**src/rtl/avg_pool_pkg.sv**
```systemverilog
// Shared types and default widths for the global average-pool front end.
// Contents:
//   state_t         - sequencing states of avg_pool_accum
//   DEF_DATA_WIDTH  - default signed activation width
//   DEF_ACC_WIDTH   - default accumulator / divider operand width
package avg_pool_pkg;

    localparam int DEF_DATA_WIDTH = 16;
    localparam int DEF_ACC_WIDTH  = 32;

    typedef enum logic [1:0] {
        ACCUM,
        ISSUE,
        WAIT_DIV,
        OUTPUT
    } state_t;

endpackage

```
**src/rtl/avg_pool_accum_if.sv**
```systemverilog
// Bundles the three handshake groups of avg_pool_accum: input activation stream,
// divider request/response, and averaged output stream.
// Modports:
//   slave  - the pooling block itself
//   master - the surrounding environment (producer, divider, consumer)
interface avg_pool_accum_if
    import avg_pool_pkg::*;
#(
    parameter int DATA_WIDTH = DEF_DATA_WIDTH,
    parameter int ACC_WIDTH  = DEF_ACC_WIDTH,
    parameter int CHANNELS   = 8
) ();
    localparam int CH_W = (CHANNELS > 1) ? $clog2(CHANNELS) : 1;

    // Input activation stream, HWC order (channel fastest)
    logic                         in_valid;
    logic                         in_ready;
    logic signed [DATA_WIDTH-1:0] in_data;

    // Divider request / response
    logic                         div_valid_in;
    logic signed [ACC_WIDTH-1:0]  div_dividend;
    logic signed [ACC_WIDTH-1:0]  div_divisor;
    logic signed [ACC_WIDTH-1:0]  div_quotient;
    logic                         div_valid_out;
    logic                         div_overflow;

    // Averaged output stream
    logic                         out_valid;
    logic                         out_ready;
    logic signed [DATA_WIDTH-1:0] out_data;
    logic [CH_W-1:0]              out_channel;
    logic                         out_last;

    modport slave (
        input  in_valid, in_data, div_quotient, div_valid_out, div_overflow, out_ready,
        output in_ready, div_valid_in, div_dividend, div_divisor,
        output out_valid, out_data, out_channel, out_last
    );

    modport master (
        output in_valid, in_data, div_quotient, div_valid_out, div_overflow, out_ready,
        input  in_ready, div_valid_in, div_dividend, div_divisor,
        input  out_valid, out_data, out_channel, out_last
    );

endinterface

```
**src/rtl/avg_pool_sat.sv**
```systemverilog
// Combinational signed clamp from ACC_WIDTH down to DATA_WIDTH.
// Ports:
//   value   in  ACC_WIDTH   signed input
//   result  out DATA_WIDTH  value clamped to [-2^(DATA_WIDTH-1), 2^(DATA_WIDTH-1)-1]
//   clamped out 1           high when value lay outside that range
module avg_pool_sat
    import avg_pool_pkg::*;
#(
    parameter int ACC_WIDTH  = DEF_ACC_WIDTH,
    parameter int DATA_WIDTH = DEF_DATA_WIDTH
) (
    input  logic signed [ACC_WIDTH-1:0]  value,
    output logic signed [DATA_WIDTH-1:0] result,
    output logic                         clamped
);
    // The value fits iff every bit from the result sign bit upward equals the sign.
    logic [ACC_WIDTH-DATA_WIDTH:0] top_bits;

    assign top_bits = value[ACC_WIDTH-1:DATA_WIDTH-1];

    always_comb begin
        clamped = !((&top_bits) || !(|top_bits));
        result  = value[DATA_WIDTH-1:0];
        if (clamped) begin
            result = value[ACC_WIDTH-1] ? {1'b1, {(DATA_WIDTH-1){1'b0}}}
                                        : {1'b0, {(DATA_WIDTH-1){1'b1}}};
        end
    end

endmodule

```
**src/rtl/avg_pool_accum.sv**
```systemverilog
// Global average-pool front end. Sums a channel-interleaved window of activations
// into one accumulator per channel, then divides each sum by WINDOW_SIZE using an
// external divider, one channel at a time, and streams out the clamped averages.
// Ports:
//   clk    in   clock
//   reset  in   asynchronous, active-high reset
//   bus    slave modport: in_* stream, div_* divider handshake, out_* stream
//   err    out  sticky: divider overflow seen or an average was clamped
module avg_pool_accum
    import avg_pool_pkg::*;
#(
    parameter int DATA_WIDTH  = DEF_DATA_WIDTH,
    parameter int CHANNELS    = 8,
    parameter int WINDOW_SIZE = 49,
    parameter int ACC_WIDTH   = DEF_ACC_WIDTH
) (
    input  logic            clk,
    input  logic            reset,
    avg_pool_accum_if.slave bus,
    output logic            err
);
    localparam int CH_W  = (CHANNELS > 1) ? $clog2(CHANNELS) : 1;
    localparam int PIX_W = (WINDOW_SIZE > 1) ? $clog2(WINDOW_SIZE) : 1;

    localparam logic [CH_W-1:0]  LAST_CH  = CH_W'(CHANNELS - 1);
    localparam logic [PIX_W-1:0] LAST_PIX = PIX_W'(WINDOW_SIZE - 1);

    // A full window of extreme samples must not wrap the accumulator.
    if (ACC_WIDTH < DATA_WIDTH + $clog2(WINDOW_SIZE)) begin : g_acc_width_check
        $error("avg_pool_accum: ACC_WIDTH too narrow for DATA_WIDTH and WINDOW_SIZE");
    end
    if (WINDOW_SIZE < 1 || CHANNELS < 1) begin : g_size_check
        $error("avg_pool_accum: WINDOW_SIZE and CHANNELS must be at least 1");
    end

    state_t                       state_q, state_d;
    logic [CH_W-1:0]              ch_q, ch_d;
    logic [PIX_W-1:0]             pix_q, pix_d;
    logic signed [DATA_WIDTH-1:0] out_data_q, out_data_d;
    logic                         err_q, err_d;
    logic signed [ACC_WIDTH-1:0]  acc_q [CHANNELS];

    logic                         in_fire;
    logic                         last_ch;
    logic                         last_pix;
    logic signed [ACC_WIDTH-1:0]  in_ext;
    logic signed [ACC_WIDTH-1:0]  cur_acc;
    logic signed [DATA_WIDTH-1:0] sat_value;
    logic                         sat_clamped;

    assign in_fire  = bus.in_valid && (state_q == ACCUM);
    assign last_ch  = (ch_q == LAST_CH);
    assign last_pix = (pix_q == LAST_PIX);
    assign in_ext   = ACC_WIDTH'(bus.in_data);
    assign cur_acc  = acc_q[ch_q];

    avg_pool_sat #(
        .ACC_WIDTH  (ACC_WIDTH),
        .DATA_WIDTH (DATA_WIDTH)
    ) u_sat (
        .value   (bus.div_quotient),
        .result  (sat_value),
        .clamped (sat_clamped)
    );

    always_ff @(posedge clk or posedge reset) begin
        if (reset) begin
            state_q    <= ACCUM;
            ch_q       <= '0;
            pix_q      <= '0;
            out_data_q <= '0;
            err_q      <= 1'b0;
        end else begin
            state_q    <= state_d;
            ch_q       <= ch_d;
            pix_q      <= pix_d;
            out_data_q <= out_data_d;
            err_q      <= err_d;
        end
    end

    // First pixel of a window overwrites, so no clear pass is needed between windows.
    always_ff @(posedge clk or posedge reset) begin
        if (reset) begin
            for (int i = 0; i < CHANNELS; i++) begin
                acc_q[i] <= '0;
            end
        end else if (in_fire) begin
            acc_q[ch_q] <= (pix_q == '0) ? in_ext : cur_acc + in_ext;
        end
    end

    always_comb begin
        state_d    = state_q;
        ch_d       = ch_q;
        pix_d      = pix_q;
        out_data_d = out_data_q;
        err_d      = err_q;

        unique case (state_q)
            ACCUM: begin
                if (in_fire) begin
                    if (last_ch) begin
                        ch_d = '0;
                        if (last_pix) begin
                            state_d = ISSUE;
                        end else begin
                            pix_d = pix_q + PIX_W'(1);
                        end
                    end else begin
                        ch_d = ch_q + CH_W'(1);
                    end
                end
            end
            ISSUE: begin
                state_d = WAIT_DIV;
            end
            WAIT_DIV: begin
                if (bus.div_valid_out) begin
                    out_data_d = sat_value;
                    err_d      = err_q || sat_clamped || bus.div_overflow;
                    state_d    = OUTPUT;
                end
            end
            OUTPUT: begin
                if (bus.out_ready) begin
                    if (last_ch) begin
                        ch_d    = '0;
                        pix_d   = '0;
                        state_d = ACCUM;
                    end else begin
                        ch_d    = ch_q + CH_W'(1);
                        state_d = ISSUE;
                    end
                end
            end
            default: begin
                state_d = ACCUM;
            end
        endcase
    end

    assign bus.in_ready     = (state_q == ACCUM);
    assign bus.div_valid_in = (state_q == ISSUE);
    // Operand is held for the whole request since neither acc nor ch move until OUTPUT.
    assign bus.div_dividend = (state_q == ISSUE || state_q == WAIT_DIV) ? cur_acc : '0;
    assign bus.div_divisor  = ACC_WIDTH'(WINDOW_SIZE);
    assign bus.out_valid    = (state_q == OUTPUT);
    assign bus.out_data     = out_data_q;
    assign bus.out_channel  = (state_q == OUTPUT) ? ch_q : '0;
    assign bus.out_last     = (state_q == OUTPUT) && last_ch;
    assign err              = err_q;

endmodule

```
**src/flat_wrapper.sv**
```systemverilog
// flat-port wrapper written by rule: the top's interface ports become plain ports
module avg_pool_accum_flat import avg_pool_pkg::*;
#(
    parameter int DATA_WIDTH  = DEF_DATA_WIDTH,
    parameter int CHANNELS    = 8,
    parameter int WINDOW_SIZE = 49,
    parameter int ACC_WIDTH   = DEF_ACC_WIDTH
)
  (clk, reset, err, bus_in_valid, bus_in_data, bus_div_quotient, bus_div_valid_out, bus_div_overflow, bus_out_ready, bus_in_ready, bus_div_valid_in, bus_div_dividend, bus_div_divisor, bus_out_valid, bus_out_data, bus_out_channel, bus_out_last);
  avg_pool_accum_if #(.DATA_WIDTH(DATA_WIDTH), .ACC_WIDTH(ACC_WIDTH), .CHANNELS(CHANNELS)) bus_i ();
  input  logic clk;
  input  logic reset;
  output logic err;
  input wire logic [$bits(bus_i.in_valid)-1:0] bus_in_valid;
  input wire logic [$bits(bus_i.in_data)-1:0] bus_in_data;
  input wire logic [$bits(bus_i.div_quotient)-1:0] bus_div_quotient;
  input wire logic [$bits(bus_i.div_valid_out)-1:0] bus_div_valid_out;
  input wire logic [$bits(bus_i.div_overflow)-1:0] bus_div_overflow;
  input wire logic [$bits(bus_i.out_ready)-1:0] bus_out_ready;
  output wire logic [$bits(bus_i.in_ready)-1:0] bus_in_ready;
  output wire logic [$bits(bus_i.div_valid_in)-1:0] bus_div_valid_in;
  output wire logic [$bits(bus_i.div_dividend)-1:0] bus_div_dividend;
  output wire logic [$bits(bus_i.div_divisor)-1:0] bus_div_divisor;
  output wire logic [$bits(bus_i.out_valid)-1:0] bus_out_valid;
  output wire logic [$bits(bus_i.out_data)-1:0] bus_out_data;
  output wire logic [$bits(bus_i.out_channel)-1:0] bus_out_channel;
  output wire logic [$bits(bus_i.out_last)-1:0] bus_out_last;
  assign bus_i.in_valid = bus_in_valid;
  assign bus_i.in_data = bus_in_data;
  assign bus_i.div_quotient = bus_div_quotient;
  assign bus_i.div_valid_out = bus_div_valid_out;
  assign bus_i.div_overflow = bus_div_overflow;
  assign bus_i.out_ready = bus_out_ready;
  assign bus_in_ready = bus_i.in_ready;
  assign bus_div_valid_in = bus_i.div_valid_in;
  assign bus_div_dividend = bus_i.div_dividend;
  assign bus_div_divisor = bus_i.div_divisor;
  assign bus_out_valid = bus_i.out_valid;
  assign bus_out_data = bus_i.out_data;
  assign bus_out_channel = bus_i.out_channel;
  assign bus_out_last = bus_i.out_last;
  avg_pool_accum #(.DATA_WIDTH(DATA_WIDTH), .CHANNELS(CHANNELS), .WINDOW_SIZE(WINDOW_SIZE), .ACC_WIDTH(ACC_WIDTH)) u_core (.clk(clk), .reset(reset), .bus(bus_i), .err(err));
endmodule
```
**config.mk**
```make
export PLATFORM = sky130hd
export DESIGN_NAME = avg_pool_accum_flat
export DESIGN_NICKNAME = d
export VERILOG_FILES = /design/src/rtl/avg_pool_pkg.sv /design/src/rtl/avg_pool_accum_if.sv /design/src/rtl/avg_pool_sat.sv /design/src/rtl/avg_pool_accum.sv /design/src/flat_wrapper.sv
export SDC_FILE = /design/constraint.sdc
export NUM_CORES = 1
export LEC_CHECK = 0
export CAP_MARGIN = 20
export CORE_MARGIN = 3
export CORE_UTILIZATION = 45
export CTS_BUF_LIST = sky130_fd_sc_hd__clkbuf_2
export DETAILED_ROUTE_END_ITERATION = 7
export PLACE_DENSITY_LB_ADDON = 0.2
export SLEW_MARGIN = 20
export SYNTH_ARGS = -nofsm -noshare
export SYNTH_HDL_FRONTEND = slang
export SYNTH_SLANG_ARGS = --single-unit
```
**constraint.sdc**
```tcl
create_clock -name clk -period 29.6 [get_ports clk]
set_clock_uncertainty 0.2 [all_clocks]
set_input_delay 4.44 -clock clk [delete_from_list [all_inputs] [get_ports clk]]
set_output_delay 4.44 -clock clk [all_outputs]
set_load 0.005 [all_outputs]
```
# Word level (Yosys, flattened, before mapping)

Cells that the tools add are included.

Bits in registers: 284
Input bits: 54

Reduce and logical (&&, ||, !) cells: 18
Bitwise logic cells: 1
Muxes and demuxes: 28
$add $sub $neg: 3
Eq/ne operators: 12
Magnitude comparators: 2

Operators by type and width:

| kind                  | number |
|---|---|
| $bwmux W256           | 1 |
| $mux W32              | 5 |
| $bmux W32 S3          | 1 |
| $demux W32 S3         | 1 |
| $add A32 B16 Y32      | 1 |
| $mux W16              | 2 |
| $mux W6               | 5 |
| $reduce_and A17 Y1    | 1 |
| $reduce_or A17 Y1     | 1 |
| $mux W3               | 4 |
| $pmux W6 S2           | 1 |
| $mux W2               | 5 |
| $ne A2 B1 Y1 const B  | 4 |
| $pmux W2 S4           | 1 |
| $add A6 B1 Y6 const B | 1 |
| $eq A6 B6 Y1 const B  | 1 |
| $logic_not A6 Y1      | 1 |
| $ne A2 B2 Y1 const B  | 3 |
| $pmux W3 S2           | 1 |
| $reduce_and A6 Y1     | 1 |
| $reduce_and A5 Y1     | 1 |
| $eq A2 B2 Y1 const B  | 2 |
| $ge A4 B4 Y1 const B  | 1 |
| $logic_or A1 B1 Y1    | 4 |
| 12 further kinds      | 15 |

# Depth between registers and ports, before layout

Depth in word-level cells: 7
Mapped depth: 16
Gate-level depth less buffers: 12

# Cells and area by module

Synthesis repeated with hierarchy kept, for this count alone.

Cell total of the unflattened synthesis: 1477
Area, all modules: 15245.9 sq um

Modules (own cells, without submodules):

| module         | area an instance (sq um) | times used | sequential area each (sq um) | cells an instance |
|---|---|---|---|---|
| avg_pool_accum | 14981.9                  | 1          | 7106.8                       | 1446 |
| avg_pool_sat   | 264.0                    | 1          | 0.0                          | 31 |

# Worst setup path after synthesis

OpenSTA, ideal clock, no wires.

Kind: input port to flip-flop
Start point: input bus_in_data[0]
End point: register u_core.acc_q[24] (netlist bit)
Setup slack: 22.391 ns
Buffers on the path: 1
Arrival: 6.932 ns
Stages: 11
Path through: ha_1 fa_1 a21o_1 a221oi_2 nand4b_1 a31oi_1 o211a_1 o21ai_0 or3b_2 clkbuf_1 a21oi_1

Cells in the longest elaborated chain, start to end: 3

Ends and longest elaborated chain:

| item                          | line                 | RTL |
|---|---|---|
| start, declared               | flat_wrapper.sv:15   | `input wire logic [$bits(bus_i.in_data)-1:0] bus_in_data;` |
| $add A32 B16 Y32              | avg_pool_accum.sv:89 | `acc_q[ch_q] <= (pix_q == '0) ? in_ext : cur_acc + in_ext;` |
| $mux W32                      | avg_pool_accum.sv:89 |  |
| $bwmux W256                   | avg_pool_accum.sv:89 |  |
| end signal, assigned by index | avg_pool_accum.sv:89 |  |
| end, declared                 | avg_pool_accum.sv:41 | `logic signed [ACC_WIDTH-1:0] acc_q [CHANNELS];` |

No other way between the ends.
A chain may end at the register's enable or synchronous reset.

# Final worst setup path

Start point: register u_core.ch_q[0]
End point: output bus_div_dividend[31]

Cells in the longest elaborated chain, start to end: 5

Ends and longest elaborated chain:

| item                                        | line                  | RTL |
|---|---|---|
| start, declared                             | avg_pool_accum.sv:37  | `logic [CH_W-1:0] ch_q, ch_d;` |
| start signal, assigned                      | avg_pool_accum.sv:75  | `ch_q <= ch_d;` |
| $not A3 Y4 (not written as such)            | avg_pool_accum.sv:55  | `assign cur_acc = acc_q[ch_q];` |
| $bmux W32 S3                                | avg_pool_accum.sv:55  |  |
| $mux W32 (not written as such) (2 in a row) | avg_pool_accum.sv:55  |  |
| $mux W32                                    | avg_pool_accum.sv:146 | `assign bus.div_dividend = (state_q == ISSUE \|\| state_q == WAIT_DIV) ? cur_acc : '0;` |
| end, declared                               | flat_wrapper.sv:22    | `output wire logic [$bits(bus_i.div_dividend)-1:0] bus_div_dividend;` |

No other way between the ends. The select of a mux whose other input is x is not followed.

==> flow_metrics.env <==
export IMPL_relSlewSlack=0.2809
export IMPL_drv_slew=0
export IMPL_cts_buffers=78
export IMPL_layout_common_cells="dfrtp_1 (282), nand2_1 (247), o21ai_0 (163)"
export IMPL_cp_max_fo=48
export IMPL_required_ns=24.96
export IMPL_grt_pass1_vias=11960
export IMPL_setup_viol=0
export IMPL_ys_ff_latch=284
export IMPL_clk_path_buf_depth=3
export IMPL_post_route_cell_area_um2=17450
export IMPL_die_area_um2=36660
export IMPL_cp_arrival_ns=4.26
export IMPL_reg2reg_depth=13
export IMPL_first_pass_iters=5
export IMPL_ctsHoldBuffers=0
export IMPL_vdd_drop_max_mv=0.05325
export IMPL_ys_types=66
export IMPL_cts_root_buf="clkbuf_2"
export IMPL_viasPerCell=5.672
export IMPL_clkTransAtPathRegs_ns=0.11
export IMPL_hold_viol=0
export IMPL_numClockSinks=284
export IMPL_status="complete, no violations"
export IMPL_period_minus_slack_ns=8.902
export IMPL_rsz0062_at_grt="false"
export IMPL_num_nets_final=1722
export IMPL_max_freq_mhz=112.3
export IMPL_htreeDepth=3
export IMPL_ant_nets=0
export IMPL_pre_cts_ws_ns=21.37
export IMPL_cts_setup_buffers=0
export IMPL_r2r_slack_ns=23.51
export IMPL_endpoint_kind="output pin"
export IMPL_post_drt_wl_per_cell_um=19.75
export IMPL_layout_drive_gt1_share=0.1888
export IMPL_cp_start_kind="register"
export IMPL_hp_class="reg -> reg"
export IMPL_final_core_util=0.5177
export IMPL_dpl_cell_area_um2=16730
export IMPL_setup_tns_ns=0
export IMPL_cts_tree="built"
export IMPL_hold_worst_slack_ns=0.2620
export IMPL_die_h_um=191.5
export IMPL_crit_type="reg -> out"
export IMPL_initial_utilization=0.4593
export IMPL_grt_max_degree=143
export IMPL_postSynthCellCount=1516
export IMPL_worst_pin_slew_ns=1.078
export IMPL_fp_dieW_um=191.5
export IMPL_fp_coreArea_um2=33700
export IMPL_syn_avg_cell_area_um2=10.21
export IMPL_route_detailed_drc=0
export IMPL_ctsResizeCount=0
export IMPL_area_growth_pct=12.72
export IMPL_io_pins=142
export IMPL_yosysWarnings=0
export IMPL_powerDensity_nw_per_um2=132.9
export IMPL_finalWeightedCongestion=0.8957
export IMPL_hold_depth=1
export IMPL_syn_area_um2=15480
export IMPL_grt_pass1_wl_um=66740
export IMPL_layout_commonest_cell="dfrtp_1"
export IMPL_portBuffers=109
export IMPL_routed_wl_um=42120
export IMPL_num_vias=12090
export IMPL_clkLatencyLatePin_ns=0.89
export IMPL_drtIter0Drc=943
export IMPL_dp_hpwl_um=27560
export IMPL_p_leak_uw=0.008020
export IMPL_grt_overflow_total=0
export IMPL_antenna_found_initial=2
export IMPL_fin_crit_sh=0.3007
export IMPL_synth_edff_count=0
export IMPL_ys_flop_type="dfrtp_1"
export IMPL_synth_seq_area_share=0.4591
export IMPL_synth_async_reset_ratio=1.000
export IMPL_finalWorstSetupSlack_ns=20.70
export IMPL_fp_row_count=67
export IMPL_grt_usage=0.2332
export IMPL_cap_violations=0
-- worst max-delay path, stage by stage (launching register included) --
cell	delay, ns
dfrtp_4	0.85
buf_4	0.83
mux4_2	0.60
mux2i_1	0.52
nor2b_1	0.11
clkdlybuf4s50_1	0.47
-- per-layer routing --
metal,track usage,up-vias,routed length [um]
li1,-,5620,-
met3,0.05447,75,3482
met5,0,-,0
met4,0.07564,0,887
met1,0.3184,5943,18300
met2,0.3696,455,19450
-- registers in the layout (all words and copies together) (netlist names) --
register	flops
u_core.ch_q	3
u_core.state_q	2
u_core.pix_q	6
u_core.err	1
u_core.bus.out_data	16
u_core.acc_q	256
-- through the flow --
step	power [uW]	instances
2_1_floorplan	1612	1546
3_3_place_gp	2009	1996
3_5_place_dp	2034	1996
4_1_cts	2320	2127
5_1_grt	2513	2132
6_report	2320	2132
-- report_power, final --
group          total, uW  internal, uW  switching (uW)
Clock                278           119             160
Combinational       1390           580             805
Sequential           656           556             100
-- cells in the mapped netlist (all sizes together) (5+ instances only) --
library cell	number	area, um2
a21o	18	142.6
a21oi	102	514.2
a221o	26	260.3
a221oi	10	100.1
and2	36	225.2
and3	22	147.6
buf	43	304.0
clkbuf	84	405.4
dfrtp	284	7107
ha	39	488.0
inv	13	48.80
mux2	67	754.5
mux2i	21	210.2
mux4	64	1441
nand2	247	927.1
nand2b	8	50.05
nand3	12	60.06
nand4	10	62.56
nor2	127	479.2
nor2b	6	37.54
nor3	17	85.08
o21ai	167	835.8
o31ai	5	51.30
or3	7	43.79
xnor2	13	113.9
xor2	14	122.6
-- cells by family after synthesis --
kind of cell	Yosys count	share of synthesized area
compound gates	358	0.1403
xor+xnor	27	0.01528
fa+ha+maj	40	0.03282
buf+inv	142	0.05036
flops	284	0.4591
mux	152	0.1554
other cells	2	0.0004852
simple gates	511	0.1461
-- worst paths after layout --
check	to	startpoint
max in group asynchronous	u_core.acc_q[90]	reset
min in group asynchronous	u_core.acc_q[200]	reset
setup / recovery	bus_div_dividend[31]	u_core.ch_q[0]
hold / removal	u_core.err	u_core.err
hold reg to reg	u_core.err	u_core.err
setup reg to reg	u_core.acc_q[158]	u_core.ch_q[0]
-- final cells by class --
cell class / instances / area, um2
fill: 3093 / 16250
inverter: 13 / 56.30
clock inverter: 17 / 117.6
tap: 448 / 560.5
sequential: 284 / 7112
timing repair buffer: 131 / 1260
multi-input combinational: 1120 / 7759
antenna: 5 / 12.51
clock buffer: 114 / 570.5
Power figures use the tool's default switching activity.
